--- config.mk ---
export PLATFORM = sky130hd
export DESIGN_NAME = preamble_sync_engine
export DESIGN_NICKNAME = d
export VERILOG_FILES = /design/src/rtl/preamble_sync_engine_pkg.sv /design/src/rtl/preamble_sync_engine_fifo.sv /design/src/rtl/preamble_sync_engine.sv
export SDC_FILE = /design/constraint.sdc
export NUM_CORES = 2
export LEC_CHECK = 0
export ABC_AREA = 0
export CAP_MARGIN = 20
export CORE_MARGIN = 2
export CORE_UTILIZATION = 47
export DETAILED_ROUTE_END_ITERATION = 8
export GPL_TIMING_DRIVEN = 1
export HOLD_SLACK_MARGIN = 0.1
export PLACE_DENSITY = 0.67
export SLEW_MARGIN = 20
export SYNTH_ARGS = -nofsm -noshare
export SYNTH_HDL_FRONTEND = slang
export SYNTH_HIERARCHICAL = 1
export SYNTH_SLANG_ARGS = --single-unit
--- constraint.sdc ---
create_clock -name clk -period 8.06 [get_ports clk]
set_input_delay 1.612 -clock clk [delete_from_list [all_inputs] [get_ports clk]]
set_output_delay 1.612 -clock clk [all_outputs]
set_load 0.01 [all_outputs]
--- src/rtl/preamble_sync_engine_pkg.sv ---
// preamble_sync_engine_pkg: shared FSM state encoding and bank-index width helper
// Contents:
//   state_t  - IDLE=0, FIND=1, DATA=2
//   bank_w() - bit width needed to index a given number of banks
package preamble_sync_engine_pkg;

    typedef enum logic [1:0] {
        IDLE = 2'd0,
        FIND = 2'd1,
        DATA = 2'd2
    } state_t;

    function automatic int bank_w(input int banks);
        return (banks > 1) ? $clog2(banks) : 1;
    endfunction

endpackage

--- src/rtl/preamble_sync_engine_fifo.sv ---
// preamble_sync_engine_fifo: sample buffer with read-pointer jump and clear
// Ports:
//   clk, rst    - clock, sync active-high reset
//   clear       - empty the buffer (read pointer catches up to write pointer)
//   push, din   - write a sample; ignored when full unless clear is also set
//   pop, dout   - advance read pointer; dout shows the head sample
//   jump        - load read pointer with jump_value (a write-pointer snapshot)
//   full, empty - occupancy flags
//   wr_ptr      - current write pointer, used by the caller for snapshots
module preamble_sync_engine_fifo #(
    parameter int DW = 1,
    parameter int AW = 10
) (
    input  logic          clk,
    input  logic          rst,
    input  logic          clear,
    input  logic          push,
    input  logic          pop,
    input  logic          jump,
    input  logic [AW:0]   jump_value,
    input  logic [DW-1:0] din,
    output logic [DW-1:0] dout,
    output logic          full,
    output logic          empty,
    output logic [AW:0]   wr_ptr
);

    logic [DW-1:0] mem [2**AW];
    logic [AW:0]   rd_ptr;
    logic          wr;

    // Pointers carry one extra bit so full and empty stay distinguishable across wraps
    assign full  = (wr_ptr - rd_ptr) == {1'b1, {AW{1'b0}}};
    assign empty = wr_ptr == rd_ptr;
    assign dout  = mem[rd_ptr[AW-1:0]];
    assign wr    = push && (clear || !full);

    always_ff @(posedge clk) begin
        if (wr) mem[wr_ptr[AW-1:0]] <= din;
    end

    always_ff @(posedge clk) begin
        if (rst) begin
            wr_ptr <= '0;
            rd_ptr <= '0;
        end else begin
            wr_ptr <= wr ? wr_ptr + 1'b1 : wr_ptr;
            rd_ptr <= clear ? wr_ptr : jump ? jump_value : (pop && !empty) ? rd_ptr + 1'b1 : rd_ptr;
        end
    end

endmodule

--- src/rtl/preamble_sync_engine.sv ---
// preamble_sync_engine: finds the peak-correlation bank/sample and streams the frame from that sample
// Ports:
//   clk, rst                          - clock, sync active-high reset
//   cfg_hi_thresh / cfg_lo_thresh     - FIND entry (>=) / exit (<=) thresholds, latched on entry
//   cfg_max_frame                     - output samples per frame, 0 = unlimited, latched on entry
//   in_dat, in_vld, corr_dat          - sample stream with aligned per-bank correlations
//   all_zeros                         - silent-input flag, ends a frame when valid
//   out_dat, out_vld, out_rdy         - frame output with ready/valid backpressure
//   frequency_bank                    - winning bank, held through DATA
//   preamble_detected, find_timeout,
//   frame_end, overflow               - single-cycle event pulses
module preamble_sync_engine
    import preamble_sync_engine_pkg::*;
#(
    parameter int BANKS      = 4,
    parameter int CORR_WIDTH = 4,
    parameter int DATA_WIDTH = 1,
    parameter int ADDR_WIDTH = 10,
    parameter int MAX_FIND   = 64,
    localparam int BW        = bank_w(BANKS),
    localparam int FW        = $clog2(MAX_FIND + 1)
) (
    input  logic                        clk,
    input  logic                        rst,
    input  logic [CORR_WIDTH-1:0]       cfg_hi_thresh,
    input  logic [CORR_WIDTH-1:0]       cfg_lo_thresh,
    input  logic [15:0]                 cfg_max_frame,
    input  logic [DATA_WIDTH-1:0]       in_dat,
    input  logic                        in_vld,
    input  logic [BANKS*CORR_WIDTH-1:0] corr_dat,
    input  logic                        all_zeros,
    output logic [DATA_WIDTH-1:0]       out_dat,
    output logic                        out_vld,
    input  logic                        out_rdy,
    output logic [BW-1:0]               frequency_bank,
    output logic                        preamble_detected,
    output logic                        find_timeout,
    output logic                        frame_end,
    output logic                        overflow
);

    state_t                state, state_nxt;
    logic [CORR_WIDTH-1:0] cur_corr, peak_corr, lo_thresh;
    logic [BW-1:0]         cur_bank, peak_bank;
    logic [ADDR_WIDTH:0]   peak_ptr, wr_ptr;
    logic [15:0]           max_frame, frame_cnt;
    logic [FW-1:0]         find_cnt;
    logic [DATA_WIDTH-1:0] fifo_dout;
    logic                  full, empty;
    logic                  enter, lock, timeout, accept, done;
    logic                  push, pop, clear, ovf;

    // Strict '>' keeps the lowest bank index on ties
    always_comb begin
        cur_corr = corr_dat[0 +: CORR_WIDTH];
        cur_bank = '0;
        for (int i = 1; i < BANKS; i++) begin
            if (corr_dat[i*CORR_WIDTH +: CORR_WIDTH] > cur_corr) begin
                cur_corr = corr_dat[i*CORR_WIDTH +: CORR_WIDTH];
                cur_bank = BW'(i);
            end
        end
    end

    assign accept  = out_vld && out_rdy;
    assign enter   = state == IDLE && in_vld && cur_corr >= cfg_hi_thresh;
    assign lock    = state == FIND && in_vld && cur_corr <= lo_thresh;
    assign timeout = state == FIND && in_vld && !lock && find_cnt == FW'(MAX_FIND - 1);
    assign done    = state == DATA && ((in_vld && all_zeros) ||
                     (max_frame != 16'd0 && accept && frame_cnt == max_frame - 16'd1));

    always_ff @(posedge clk) begin
        if (rst) state <= IDLE;
        else     state <= state_nxt;
    end

    always_comb begin
        state_nxt = enter ? FIND : lock ? DATA : (timeout || done) ? IDLE : state;
    end

    // IDLE keeps clearing the buffer, so the entry sample lands in an empty buffer
    always_comb begin
        clear = state == IDLE || timeout || done;
        push  = in_vld && !timeout && !done && (enter || state != IDLE);
        pop   = state == DATA && !done && !empty && (!out_vld || out_rdy);
        ovf   = push && full && state != IDLE;
    end

    preamble_sync_engine_fifo #(
        .DW (DATA_WIDTH),
        .AW (ADDR_WIDTH)
    ) u_fifo (
        .clk        (clk),
        .rst        (rst),
        .clear      (clear),
        .push       (push),
        .pop        (pop),
        .jump       (lock),
        .jump_value (peak_ptr),
        .din        (in_dat),
        .dout       (fifo_dout),
        .full       (full),
        .empty      (empty),
        .wr_ptr     (wr_ptr)
    );

    // Peak location is kept as the write pointer at the time the sample was pushed
    always_ff @(posedge clk) begin
        if (rst) begin
            peak_corr <= '0;
            peak_bank <= '0;
            peak_ptr  <= '0;
            lo_thresh <= '0;
            max_frame <= '0;
            find_cnt  <= '0;
            frame_cnt <= '0;
        end else if (enter) begin
            peak_corr <= cur_corr;
            peak_bank <= cur_bank;
            peak_ptr  <= wr_ptr;
            lo_thresh <= cfg_lo_thresh;
            max_frame <= cfg_max_frame;
            find_cnt  <= FW'(1);
            frame_cnt <= '0;
        end else begin
            if (state == FIND && in_vld) find_cnt <= find_cnt + 1'b1;
            if (state == FIND && in_vld && cur_corr > peak_corr) begin
                peak_corr <= cur_corr;
                peak_bank <= cur_bank;
                peak_ptr  <= wr_ptr;
            end
            if (state == DATA && accept) frame_cnt <= frame_cnt + 16'd1;
        end
    end

    always_ff @(posedge clk) begin
        if (rst) begin
            out_dat           <= '0;
            out_vld           <= 1'b0;
            frequency_bank    <= '0;
            preamble_detected <= 1'b0;
            find_timeout      <= 1'b0;
            frame_end         <= 1'b0;
            overflow          <= 1'b0;
        end else begin
            out_dat           <= pop ? fifo_dout : out_dat;
            out_vld           <= done ? 1'b0 : pop ? 1'b1 : accept ? 1'b0 : out_vld;
            frequency_bank    <= lock ? peak_bank : (timeout || done) ? '0 : frequency_bank;
            preamble_detected <= lock;
            find_timeout      <= timeout;
            frame_end         <= done;
            overflow          <= ovf;
        end
    end

endmodule

==> results.md <==
* Synth Area per Inst at 13.7 sq um
* Multi-input gate area at 16300 sq um
* P_int at 10.2 mW
* Final ANT Viol Nets at 0
* Layout Area Growth over Synthesis at 13.0%
* PortBufs at 53
* Gp weighted congestion at 0.864
* Hpwl dp at 81.5 mm
* Total wire length at 132 mm
* Initial Util at 47.6%
* Largest area contributor in the netlist: edfxtp_1
* Worst endpoint required time at 8500 ps
* Slew Viols, Final at 0
* I/O pin count at 54
* Worst hold path class: flop to flop
* Sequential share of power at 47.7%
* Filler cells at 8775
* Static Leak at 17.3 nW
* Seq/Total Area, Yosys at 64.1%
* Top_reg_cell synth: edfxtp_1
* Synth area leaders: edfxtp_1 (60%), mux4_2 (10%), nor2_1 (8.3%)
* Die Wd at 334 um
* CTS max path bufs at 3
* Ys async rst share at 0%
* Total power at 13.6 mW
* # DRC at 0
* First-pass GRT wire length at 197 mm
* Fraction of layout cells with a size suffix above 1 at 18.4%
* CTS tree: built
* Die Ht at 334 um
* Comb pwr share at 14.0%
* Endpoints failing hold at 0
* Number of library cell types mapped by synthesis at 86
* Critical Path Start Type: input pin
* Post-CTS Hold Buffers at 0
* Count leader, synth: nor2_1
* Later-pin clock latency in the skew report at 720 ps
* Most used cell, CP: o21a_1
* H-tree Lvls at 3
* Minimum clock period at 7660 ps
* Largest net degree at the start of global routing at 253
* Critical Setup Path Class: input pin to flop
* Yosys warning count at 6
* Cell total after placement at 5073
* Post-synthesis cell count at 3742
* Pre-antenna DRT Iters at 6
* Post-synthesis register bit count at 1126
* Clk_skew at 31.8 ps
* Slowest stage delay, CP at 570 ps
* Clk sinks at 1126
* Highest-delay cell along the critical path: or4b_4
* Clock share of power at 38.2%
* Storage cell area at 32800 sq um
* Power per cell area at 236 nW/um^2
* Peak VDD IR at 0.000161 V
* Num CTS Buffers at 113
* Sw frac at 24.7%
* Slew HR at 22.6%
* Initial antenna violation count at 2
* Worst-path fanout max at 13
* Worst slew pin tran at 1150 ps
* Crit end category: flop
* Number of flops mapped to enable cells by yosys at 1024
* Starting DRT DRC Count at 4392
* Post-synth top area share at 60.1%
* Area of the die at 111000 sq um
* Endpoints failing setup at 0
* Mapped Area at 51100 sq um
* Clk slew on worst S/H paths at 60 ps
* Final period util at 95.0%
* Core Area at 108000 sq um
* Antenna Cells at 0
* Total global routing overflow at 0
* Synth top cells by count: nor2_1 (1134), edfxtp_1 (1024), mux4_2 (231)
* Root buf cell: clkbuf_16
* Total track usage at 23.5%
* Number of vias in the routed layout at 31600
* Via density at 5.99
* Max_cap viols at 0
* Status: completed
* Number of global-route vias before repair at 30700
* Nets at 3877
* Syn_nets at 3828
* Fmax at 0.131 GHz
* Cell Rows at 120
* DR WL/cell at 25.0 um
* Non-Filler Instances at 5280
* NetSw at 3.37 mW
* Arrival @ worst endpoint at 8100 ps
power groups by stage:
stage | clock (mW) | combinational [mW] | sequential (mW)
finish | 5.20 | 1.91 | 6.50
global route | 5.48 | 2.06 | 6.50
CTS | 5.27 | 1.90 | 6.50
detailed placement | 0 | 1.89 | 6.62
global placement | 0 | 1.88 | 6.62
floorplan | 0 | 1.37 | 6.56
path summary, 6_finish.rpt:
check | endpoint | slack, ps | depth (start not counted) | startpoint
setup reg to reg | out_dat$_SDFFE_PP0P_ | 3440 | 10 | flop
setup / recovery | u_fifo/mem[17]$_DFFE_PP_ | 400 | 33 | corr_dat[2]
hold reg to reg | out_dat$_SDFFE_PP0P_ | 480 | 2 | out_dat$_SDFFE_PP0P_
hold / removal | out_dat$_SDFFE_PP0P_ | 480 | 2 | out_dat$_SDFFE_PP0P_
routing by layer:
layer | wire (um) | global-route usage, %
met5 | 0 | 0
met2 | 63300 | 37.6
met1 | 53700 | 33.3
met4 | 2840 | 6.18
met3 | 12100 | 4.28
cells in the final DEF (no fill, tap or decap), drive strengths merged, types with 43 or more instances in the layout:
master,instances
dfxtp,102
clkinv,43
edfxtp,1024
nor2,1154
mux4,231
a22oi,50
clkdlybuf4s50,51
buf,207
a21oi,52
mux2i,112
nand3,65
inv,50
clkbuf,141
nand2,112
logic make-up after synthesis:
logic type | synth area share, %
simple gates | 12.9
flops | 64.1
buf+inv | 4.34
mux | 12.4
compound gates | 4.22
xor+xnor | 0.974
fa+ha+maj | 0.979
metrics by stage:
| step | instance area [sq um] | hold slack [ps] | setup WS, ps | util [%] | setup TNS, ps |
|---|---|---|---|---|---|
| after floorplan | 51100 | 443 | 193 | - | 0 |
| after global placement | 53900 | 462 | -576 | 50.2 | -527990 |
| after detailed placement | 54000 | 472 | -581 | 50.2 | -517720 |
| after CTS | 57600 | 483 | 133 | 53.5 | 0 |
| after global routing | 57800 | 516 | -15.0 | 53.7 | -22.4 |
| final | 57800 | 484 | 404 | 53.7 | 0 |
cell type report:
| cell class | count | share of cell area (%) |
|---|---|---|
| Multi-Input combinational cell | 2246 | 28.2 |
| Inverter | 45 | 0.292 |
| Sequential cell | 1126 | 56.8 |
| Clock buffer | 140 | 5.17 |
| Timing Repair Buffer | 259 | 5.39 |
| Tap cell | 1403 | 3.04 |
| Clock inverter | 61 | 1.08 |
worst max-delay path: cells and delay by family:
kind                     cells  cell delay, ps
AO/OA/AOI/OAI               14            2540
buffers and inverters        5            1070
AND/OR/NAND/NOR             10            1730
adder cells (fa/ha/maj)      4            1120
state kept, by name, indices dropped and copies added, names as in the netlist, named ones only:
register,count
u_fifo/mem,1024
frame_cnt,16
max_frame,16
peak_ptr,11
u_fifo/rd_ptr,11
u_fifo/wr_ptr,11
find_cnt,7
lo_thresh,4
peak_corr,4
frequency_bank,2
peak_bank,2
state,2
find_timeout,1
frame_end,1
out_dat,1
out_vld,1
overflow,1
preamble_detected,1
repair_timing:
item                                    in CTS  in global routing
resized for setup                            0                 12
buffers inserted                             0                  3
endpoints found under the setup margin       0               1030
No activity file was read; power rests on OpenSTA's default activity.
